**src/rtl/reaction_display_driver_if.sv**
```systemverilog
// Load/display bundle between the reaction-time core and the display driver.
interface reaction_display_driver_if;
  logic [13:0] value_in;
  logic        load;
  logic        blank;
  logic        busy;
  logic        overflow;
  logic [6:0]  seg;
  logic [3:0]  an;

  modport master (output value_in, load, blank, input busy, overflow, seg, an);
  modport slave  (input value_in, load, blank, output busy, overflow, seg, an);
endinterface

```
**src/rtl/reaction_display_driver.sv**
```systemverilog
// Binary-to-BCD converter (shift-add-3, one bit per clock) feeding a
// four-digit multiplexed 7-segment scanner with leading-zero suppression.
module reaction_display_driver #(
  parameter int REFRESH_DIV    = 2500,
  parameter bit SEG_ACTIVE_LOW = 1'b1,
  parameter bit AN_ACTIVE_LOW  = 1'b1
) (
  input  logic                        clk,
  input  logic                        rst_n,
  reaction_display_driver_if.slave    bus
);

  localparam int            RW       = $clog2(REFRESH_DIV);
  localparam logic [RW-1:0] REF_LAST = RW'(REFRESH_DIV - 1);
  localparam logic [6:0]    SEG_RST  = SEG_ACTIVE_LOW ? 7'h40 : 7'h3F;
  localparam logic [3:0]    AN_RST   = AN_ACTIVE_LOW ? 4'b1110 : 4'b0001;

  typedef enum logic [1:0] {IDLE, SHIFT, COMMIT} state_t;

  function automatic logic [15:0] add3(input logic [15:0] b);
    logic [15:0] r;
    r = b;
    for (int i = 0; i < 4; i++)
      if (b[4*i +: 4] >= 4'd5) r[4*i +: 4] = b[4*i +: 4] + 4'd3;
    return r;
  endfunction

  function automatic logic [6:0] seg_pat(input logic [3:0] d);
    case (d)
      4'd0:    seg_pat = 7'h3F;
      4'd1:    seg_pat = 7'h06;
      4'd2:    seg_pat = 7'h5B;
      4'd3:    seg_pat = 7'h4F;
      4'd4:    seg_pat = 7'h66;
      4'd5:    seg_pat = 7'h6D;
      4'd6:    seg_pat = 7'h7D;
      4'd7:    seg_pat = 7'h07;
      4'd8:    seg_pat = 7'h7F;
      4'd9:    seg_pat = 7'h6F;
      default: seg_pat = 7'h00;
    endcase
  endfunction

  state_t        state_q;
  logic [3:0]    cnt_q;
  logic          busy_q, overflow_q, ovf_pend_q;
  logic [15:0]   disp_q;
  logic [13:0]   bin_q;
  logic [15:0]   bcd_q;
  logic [29:0]   shift_d;
  logic [RW-1:0] ref_q;
  logic [1:0]    dig_q;
  logic [6:0]    seg_q, seg_d;
  logic [3:0]    an_q, an_d;
  logic [3:0]    show;
  logic [3:0]    cur_digit;
  logic          load_ok;

  assign load_ok = (state_q == IDLE) && bus.load;
  assign shift_d = {add3(bcd_q), bin_q} << 1;

  // Conversion control and committed display register
  always_ff @(posedge clk or negedge rst_n) begin
    if (!rst_n) begin
      state_q    <= IDLE;
      cnt_q      <= 4'd0;
      busy_q     <= 1'b0;
      overflow_q <= 1'b0;
      ovf_pend_q <= 1'b0;
      disp_q     <= 16'h0000;
    end else begin
      case (state_q)
        IDLE: if (bus.load) begin
          state_q    <= SHIFT;
          cnt_q      <= 4'd0;
          busy_q     <= 1'b1;
          ovf_pend_q <= (bus.value_in > 14'd9999);
        end
        SHIFT: begin
          cnt_q <= cnt_q + 4'd1;
          if (cnt_q == 4'd13) state_q <= COMMIT;
        end
        COMMIT: begin
          disp_q     <= bcd_q;
          overflow_q <= ovf_pend_q;
          busy_q     <= 1'b0;
          state_q    <= IDLE;
        end
        default: state_q <= IDLE;
      endcase
    end
  end

  // Shift register datapath carries no reset; it is always reloaded before use
  always_ff @(posedge clk) begin
    if (load_ok) begin
      bin_q <= (bus.value_in > 14'd9999) ? 14'd9999 : bus.value_in;
      bcd_q <= 16'h0000;
    end else if (state_q == SHIFT) begin
      {bcd_q, bin_q} <= shift_d;
    end
  end

  assign show      = {|disp_q[15:12], |disp_q[15:8], |disp_q[15:4], 1'b1};
  assign cur_digit = disp_q[{dig_q, 2'b00} +: 4];

  always_comb begin
    seg_d = 7'h00;
    an_d  = 4'b0000;
    if (!bus.blank) begin
      an_d = 4'b0001 << dig_q;
      if (show[dig_q]) seg_d = seg_pat(cur_digit);
    end
    if (SEG_ACTIVE_LOW) seg_d = ~seg_d;
    if (AN_ACTIVE_LOW)  an_d  = ~an_d;
  end

  // Scan counters and registered pin drive
  always_ff @(posedge clk or negedge rst_n) begin
    if (!rst_n) begin
      ref_q <= '0;
      dig_q <= 2'd0;
      seg_q <= SEG_RST;
      an_q  <= AN_RST;
    end else begin
      seg_q <= seg_d;
      an_q  <= an_d;
      if (ref_q == REF_LAST) begin
        ref_q <= '0;
        dig_q <= dig_q + 2'd1;
      end else begin
        ref_q <= ref_q + 1'b1;
      end
    end
  end

  assign bus.busy     = busy_q;
  assign bus.overflow = overflow_q;
  assign bus.seg      = seg_q;
  assign bus.an       = an_q;

endmodule

```
**src/flat_wrapper.sv**
```systemverilog
// flat-port wrapper written by rule: the top's interface ports become plain ports
module reaction_display_driver_flat 
#(
  parameter int REFRESH_DIV    = 2500,
  parameter bit SEG_ACTIVE_LOW = 1'b1,
  parameter bit AN_ACTIVE_LOW  = 1'b1
)
  (clk, rst_n, bus_value_in, bus_load, bus_blank, bus_busy, bus_overflow, bus_seg, bus_an);
  reaction_display_driver_if bus_i ();
  input  logic clk;
  input  logic rst_n;
  input wire logic [$bits(bus_i.value_in)-1:0] bus_value_in;
  input wire logic [$bits(bus_i.load)-1:0] bus_load;
  input wire logic [$bits(bus_i.blank)-1:0] bus_blank;
  output wire logic [$bits(bus_i.busy)-1:0] bus_busy;
  output wire logic [$bits(bus_i.overflow)-1:0] bus_overflow;
  output wire logic [$bits(bus_i.seg)-1:0] bus_seg;
  output wire logic [$bits(bus_i.an)-1:0] bus_an;
  assign bus_i.value_in = bus_value_in;
  assign bus_i.load = bus_load;
  assign bus_i.blank = bus_blank;
  assign bus_busy = bus_i.busy;
  assign bus_overflow = bus_i.overflow;
  assign bus_seg = bus_i.seg;
  assign bus_an = bus_i.an;
  reaction_display_driver #(.REFRESH_DIV(REFRESH_DIV), .SEG_ACTIVE_LOW(SEG_ACTIVE_LOW), .AN_ACTIVE_LOW(AN_ACTIVE_LOW)) u_core (.clk(clk), .rst_n(rst_n), .bus(bus_i));
endmodule
```
**config.mk**
```make
export PLATFORM = sky130hd
export DESIGN_NAME = reaction_display_driver_flat
export DESIGN_NICKNAME = d
export VERILOG_FILES = /design/src/rtl/reaction_display_driver_if.sv /design/src/rtl/reaction_display_driver.sv /design/src/flat_wrapper.sv
export SDC_FILE = /design/constraint.sdc
export NUM_CORES = 1
export LEC_CHECK = 0
export CORE_UTILIZATION = 52
export CTS_CLUSTER_SIZE = 40
export DETAILED_ROUTE_END_ITERATION = 8
export PLACE_DENSITY = 0.87
export RECOVER_POWER = 25
export SYNTH_ARGS = -nofsm -noshare
export SYNTH_HDL_FRONTEND = slang
export SYNTH_SLANG_ARGS = --single-unit
```
**constraint.sdc**
```tcl
create_clock -name clk -period 1.9 [get_ports clk]
set_input_delay 0.19 -clock clk [delete_from_list [all_inputs] [get_ports clk]]
set_output_delay 0.19 -clock clk [all_outputs]
set_load 0.01 [all_outputs]
```
==> results of run 1 <==
-- what timing repair did --
action                                  4_1_cts  5_1_grt
endpoints found under the setup margin        1        3
gates cloned                                  0        0
endpoints found under the hold margin        19        0
hold buffers                                  1        0
resized for setup                             1        1
-- through the flow --
stage	util, %	cells	hold WS, ps	power (µW)
after detailed placement	62.05	482	207.7	5224
final	64.44	499	454.0	6281
after CTS	64.49	499	363.6	6303
after global placement	62.05	482	194.7	5043
after floorplan	-	353	-105.6	4444
after global routing	64.44	499	489.3	6710
-- flip-flops by register name (all words and copies together) (netlist names) --
| name | cells |
|---|---|
| u_core.bcd_q | 16 |
| u_core.bin_q | 14 |
| u_core.bus.an | 4 |
| u_core.bus.busy | 1 |
| u_core.bus.overflow | 1 |
| u_core.bus.seg | 7 |
| u_core.cnt_q | 4 |
| u_core.dig_q | 2 |
| u_core.disp_q | 16 |
| u_core.ovf_pend_q | 1 |
| u_core.ref_q | 12 |
| u_core.state_q | 2 |
-- path summary, 6_finish.rpt --
path / from / to / slack (ps) / cells after the start
setup / recovery: u_core.dig_q[0] / u_core.bus.seg[4] / 100 / 7
hold / removal: u_core.bin_q[13] / u_core.bcd_q[0] / 450 / 2
setup reg to reg: u_core.dig_q[0] / u_core.bus.seg[4] / 100 / 7
hold reg to reg: u_core.bin_q[13] / u_core.bcd_q[0] / 450 / 2
max in group asynchronous: rst_n / u_core.dig_q[0] / 480 / 3
min in group asynchronous: rst_n / u_core.bus.seg[0] / 650 / 2
-- cells in the mapped netlist, types with 2 or more instances --
| master | n |
|---|---|
| a21oi_1 | 15 |
| a22o_1 | 3 |
| clkbuf_1 | 8 |
| dfrtp_1 | 46 |
| dfstp_2 | 4 |
| dfxtp_1 | 16 |
| edfxtp_1 | 14 |
| ha_1 | 20 |
| inv_1 | 18 |
| mux2_2 | 12 |
| mux2i_1 | 3 |
| mux4_1 | 2 |
| mux4_2 | 2 |
| nand2_1 | 40 |
| nand2b_1 | 10 |
| nand3_1 | 12 |
| nand3b_1 | 2 |
| nand4_1 | 4 |
| nor2_1 | 34 |
| nor4_1 | 4 |
| o21ai_0 | 31 |
| o22ai_1 | 5 |
| o32ai_1 | 3 |
| xnor2_1 | 10 |
| xor2_1 | 9 |
-- cell families (layout without fill, tap and decap cells) --
kind of cell	count (synthesis)	count (layout)	share of synthesized area, %
xor+xnor	19	19	4.385
mux	20	20	7.319
buf+inv	30	80	3.231
fa+ha+maj	20	20	6.594
flops	80	80	52.62
compound gates	67	67	10.88
simple gates	117	117	14.97
-- tightest hold or removal path: stages (launching register included) --
cell and delay [ps]:
edfxtp_1 330, nand2_1 40, o21ai_0 60
-- layout make-up --
type,instances,area [µm²],area share [%]
flip-flops and latches,80,1998,44.90
multi-input cells,243,1668,37.48
repair buffers,45,430.4,9.671
clock buffers,9,123.9,2.783
well taps,96,120.1,2.699
inverters,19,71.32,1.602
clock inverters,7,38.79,0.8715
-- report_power, final --
part           switching [µW]  internal (µW)
Clock                     607            458
Sequential                382           2400
Combinational            1290           1140
Total                    2280           4000
-- metal layers --
layer	wire length, µm	vias to the layer above	part of all wire [%]
li1	-	1312	-
met1	3080	1330	43
met2	3726	47	52
met3	230	11	3.2
met4	85	0	1.2
met5	0	-	0
==> results.txt, run 1 <==
status: completed
Max-Cap Viols: 0
maximum operating frequency: 555.5 MHz
largest net degree at the start of global routing: 28
DR vias: 2700
gpl congestion: 0.8773
design area: 0.004451 mm²
Setup Skew: 10.36 ps
CP most frequent cell: inv_1
part of the cycle the worst path needs: 94.74%
die span in y: 87.43 µm
Cell Pwr Density: 1411 mW/mm²
crit-path leading delay family: multiplexers
fillers: 525
HPWL Detailed: 5118 µm
Max VDD drop: 718.0 µV
CP startpoint kind: flip-flop
drt pass-1 iters: 4
die area: 0.007643 mm²
Ys Warns: 0
sequential share of the synthesized area: 52.62%
# Post-CTS Setup Buffers: 0
Post-synth EDFFs: 14
layout cells sized above 1: 13.65%
Total Neg Setup Slack: 0 ps
critical path arrival: 2050 ps
commonest non-fill, non-tap cell in the layout: dfrtp_1
CP Max Fanout: 4
WL/cell: 14.27 µm
fraction of registers with async set/reset: 62.50%
Congestion Overflow GR: 0
Port Buffer Count: 30
syn_nets: 391
most frequent cells in the layout: dfrtp_1 (45), nand2_1 (40), nor2_1 (34)
Post-Route WL: 7123 µm
total CTS buffers: 9
core area: 0.006907 mm²
crit end category: flip-flop
Syn Area/Cell: 10.75 µm²
Final Setup Violations: 0
Die W: 87.43 µm
pre-CTS setup slack: -0.01232 ps
Required @ worst endpoint: 2150 ps
Final ANT Viol Nets: 0
Worst Path Buf+Inv: 2
met1 Use GR: 24.00%
vias in the first global route: 2725
Yosys top cell area share: 30.33%
Clock Path Buffers: 2
Lkg Pwr: 0.001928 µW
post-synth top area cell: dfrtp_1
Max stage delay on crit path: 560 ps
worst-skew pair later-pin latency: 350 ps
Hold Vio Cnt, Final: 0
busiest grt layer: met2
GRT Total Usage: 20.28%
Slew Limit Fails: 0
CTS clock-pin slew for the worst setup and hold paths: 80 ps
clk root buf: clkbuf_8
slowest cell on the critical path: mux4_2
Placed Area: 0.004285 mm²
Worst Hold Class: reg2reg
initial antenna violation count: 0
first-pass GRT wire length: 11940 µm
CTS tree: yes
DR vias/cell: 5.411
slew of the pin with the lowest slew margin: 1289 ps
Synth Instances: 353
Synth cell types: 51
htree depth: 3
Crit Path Class: reg2reg
M3 GR Usage: 4.834%
Slew headroom: 14.06%
DRT iter0 DRCs: 167
#FFs+latches synth: 80
area grow syn2layout: 17.28%
M2 GR Usage: 36.15%
Cell Area, Synth: 0.003795 mm²
starting density of the core: 54.95%
Top Ports: 31
Nets: 436
main flop type after synthesis: dfrtp_1
min cycle time layout: 1800 ps
worst setup margin: 99.92 ps
Clock Sinks: 80
DRC Markers: 0
num rows: 30
antenna cells: 0
CP Cell Sequence: mux4_2 > inv_1 > ha_1 > inv_1 > mux2i_1 > a22o_1 > nand2_1
synth top area cells: dfrtp_1 (30%), edfxtp_1 (11%), dfxtp_1 (8.4%), ha_1 (6.6%), o21ai_0 (4.1%)
RSZ-0062 raised after global routing: no
No activity file was read; power rests on OpenSTA's default activity.
==> run 2: changes to the inputs <==
Settings changed: CORE_UTILIZATION 52 to 50, PLACE_DENSITY 0.87 to 0.85.
==> run 2 against run 1 <==
Compared with the run above:
- largest power group unchanged
- via count up 0.81%
- maximum frequency down 0.78%
- combinational power up 2%
- critical path type unchanged
==> results.txt, run 2 (same netlist as run 1, synthesis figures left out) <==
Setup Skew: 17.63 ps
design area: 0.004528 mm²
die area: 0.007942 mm²
HPWL Detailed: 5078 µm
Total Neg Setup Slack: 0 ps
antenna cells: 0
commonest non-fill, non-tap cell in the layout: dfrtp_1
core area: 0.007292 mm²
Lkg Pwr: 0.001966 µW
Max-Cap Viols: 0
Clock Path Buffers: 2
Top Ports: 31
die span in y: 89.12 µm
DRT iter0 DRCs: 163
Worst Hold Class: in2reg
num rows: 31
CP startpoint kind: flip-flop
worst-skew pair later-pin latency: 370 ps
net switching power: 2314 µW
drt pass-1 iters: 4
starting density of the core: 52.04%
R2R Setup Slk: 90 ps
Final ANT Viol Nets: 0
area grow syn2layout: 19.32%
CTS clock-pin slew for the worst setup and hold paths: 80 ps
Required @ worst endpoint: 2160 ps
Max VDD drop: 597.7 µV
htree depth: 3
first-pass GRT wire length: 12090 µm
met1 Use GR: 25.27%
M3 GR Usage: 3.878%
DR vias: 2722
initial antenna violation count: 0
gpl congestion: 0.8862
Sw Share: 35.34%
most frequent cells in the layout: dfrtp_1 (45), nand2_1 (40), nor2_1 (34)
Congestion Overflow GR: 0
min cycle time layout: 1814 ps
clock group share of total power: 19.8%
part of the cycle the worst path needs: 95.48%
Clock Sinks: 80
Pint: 4235 µW
largest net degree at the start of global routing: 27
Comb pwr share: 37.8%
Final Power: 6549 µW
Die W: 89.12 µm
crit end category: flip-flop
DRC Markers: 0
WL/cell: 14.22 µm
Crit Path Class: reg2reg
Nets: 439
CTS tree: yes
largest registers: u_core.bcd_q x16, u_core.disp_q x16, u_core.bin_q x14
Port Buffer Count: 30
fillers: 601
Slew headroom: 9.733%
Placed Area: 0.004297 mm²
GRT Total Usage: 20.27%
Hold Vio Cnt, Final: 0
DR vias/cell: 5.390
Post-Route WL: 7182 µm
vias in the first global route: 2600
Flop pwr share: 42.4%
busiest grt layer: met2
Slew Limit Fails: 0
clk root buf: clkbuf_8
maximum operating frequency: 551.2 MHz
total CTS buffers: 9
status: completed
Final Setup Violations: 0
CP Max Fanout: 4
M2 GR Usage: 33.87%
layout cells sized above 1: 15.52%
Cell Pwr Density: 1446 mW/mm²
slew of the pin with the lowest slew margin: 1354 ps
critical path arrival: 2070 ps
[run 2: changes by cell type in the layout (fill, tap and decap cells not counted), moves of 2 or more]
cell	previous run	this run
clkinv_1	4	1
buf_4	11	13
inv_1	18	16
inv_2	0	2
[run 2: critical path: stages (launching register included)]
cell	delay [ps]
dfrtp_2	420
mux4_2	560
inv_2	130
ha_4	150
inv_1	40
mux2i_1	190
a22o_1	170
nand2_1	50
[run 2: final cells by class]
cell class	instances	area [µm²]	share of cell area, %
inverters	19	71.32	1.575
clock buffers	10	137.6	3.040
well taps	99	123.9	2.736
clock inverters	6	67.56	1.492
multi-input cells	243	1680	37.11
flip-flops and latches	80	1998	44.13
repair buffers	48	449.2	9.920
[run 2: final timing paths]
kind                            cells after the start                end        startpoint
worst max-delay path                                7  u_core.bus.seg[4]   u_core.dig_q[0]
worst min-delay path                                2   u_core.bus.an[2]         bus_blank
worst max register to register                      7  u_core.bus.seg[4]   u_core.dig_q[0]
worst min register to register                      2    u_core.bcd_q[0]  u_core.bin_q[13]
max in group asynchronous                           2    u_core.ref_q[8]             rst_n
min in group asynchronous                           2  u_core.bus.seg[0]             rst_n
[run 2: what timing repair did]
action                     in CTS  in global routing
setup endpoints to repair       1                  2
pin swaps                       0                  1
hold buffers                    1                  0
setup buffers                   0                  2
cloned                          0                  0
gates resized for setup         1                  5
hold endpoints to repair       20                  0
[run 2: power by group through the flow]
stage / Combinational (µW) / Clock [µW] / Sequential, µW
2_1_floorplan: 1730 / 0 / 2720
3_3_place_gp: 2270 / 0 / 2770
3_5_place_dp: 2380 / 0 / 2810
4_1_cts: 2400 / 1320 / 2780
5_1_grt: 2790 / 1400 / 2860
6_report: 2470 / 1300 / 2780
[run 2: through the flow]
step	hold slack [ps]	utilization, %	cells	setup slack, ps
after floorplan	-105.6	-	353	25.61
after CTS	356.4	61.82	503	3.501
after global routing	477.1	62.10	505	-10.30
after global placement	205.5	58.92	486	97.61
after detailed placement	214.4	58.92	486	-61.58
final	457.3	62.10	505	85.83
[run 2: layer usage]
metal	vias to the layer above	part of all wire, %	wire [µm]
met4	0	2.2	160
li1	1322	-	-
met1	1322	43	3122
met3	14	3.3	237
met2	64	51	3662
met5	-	0	0
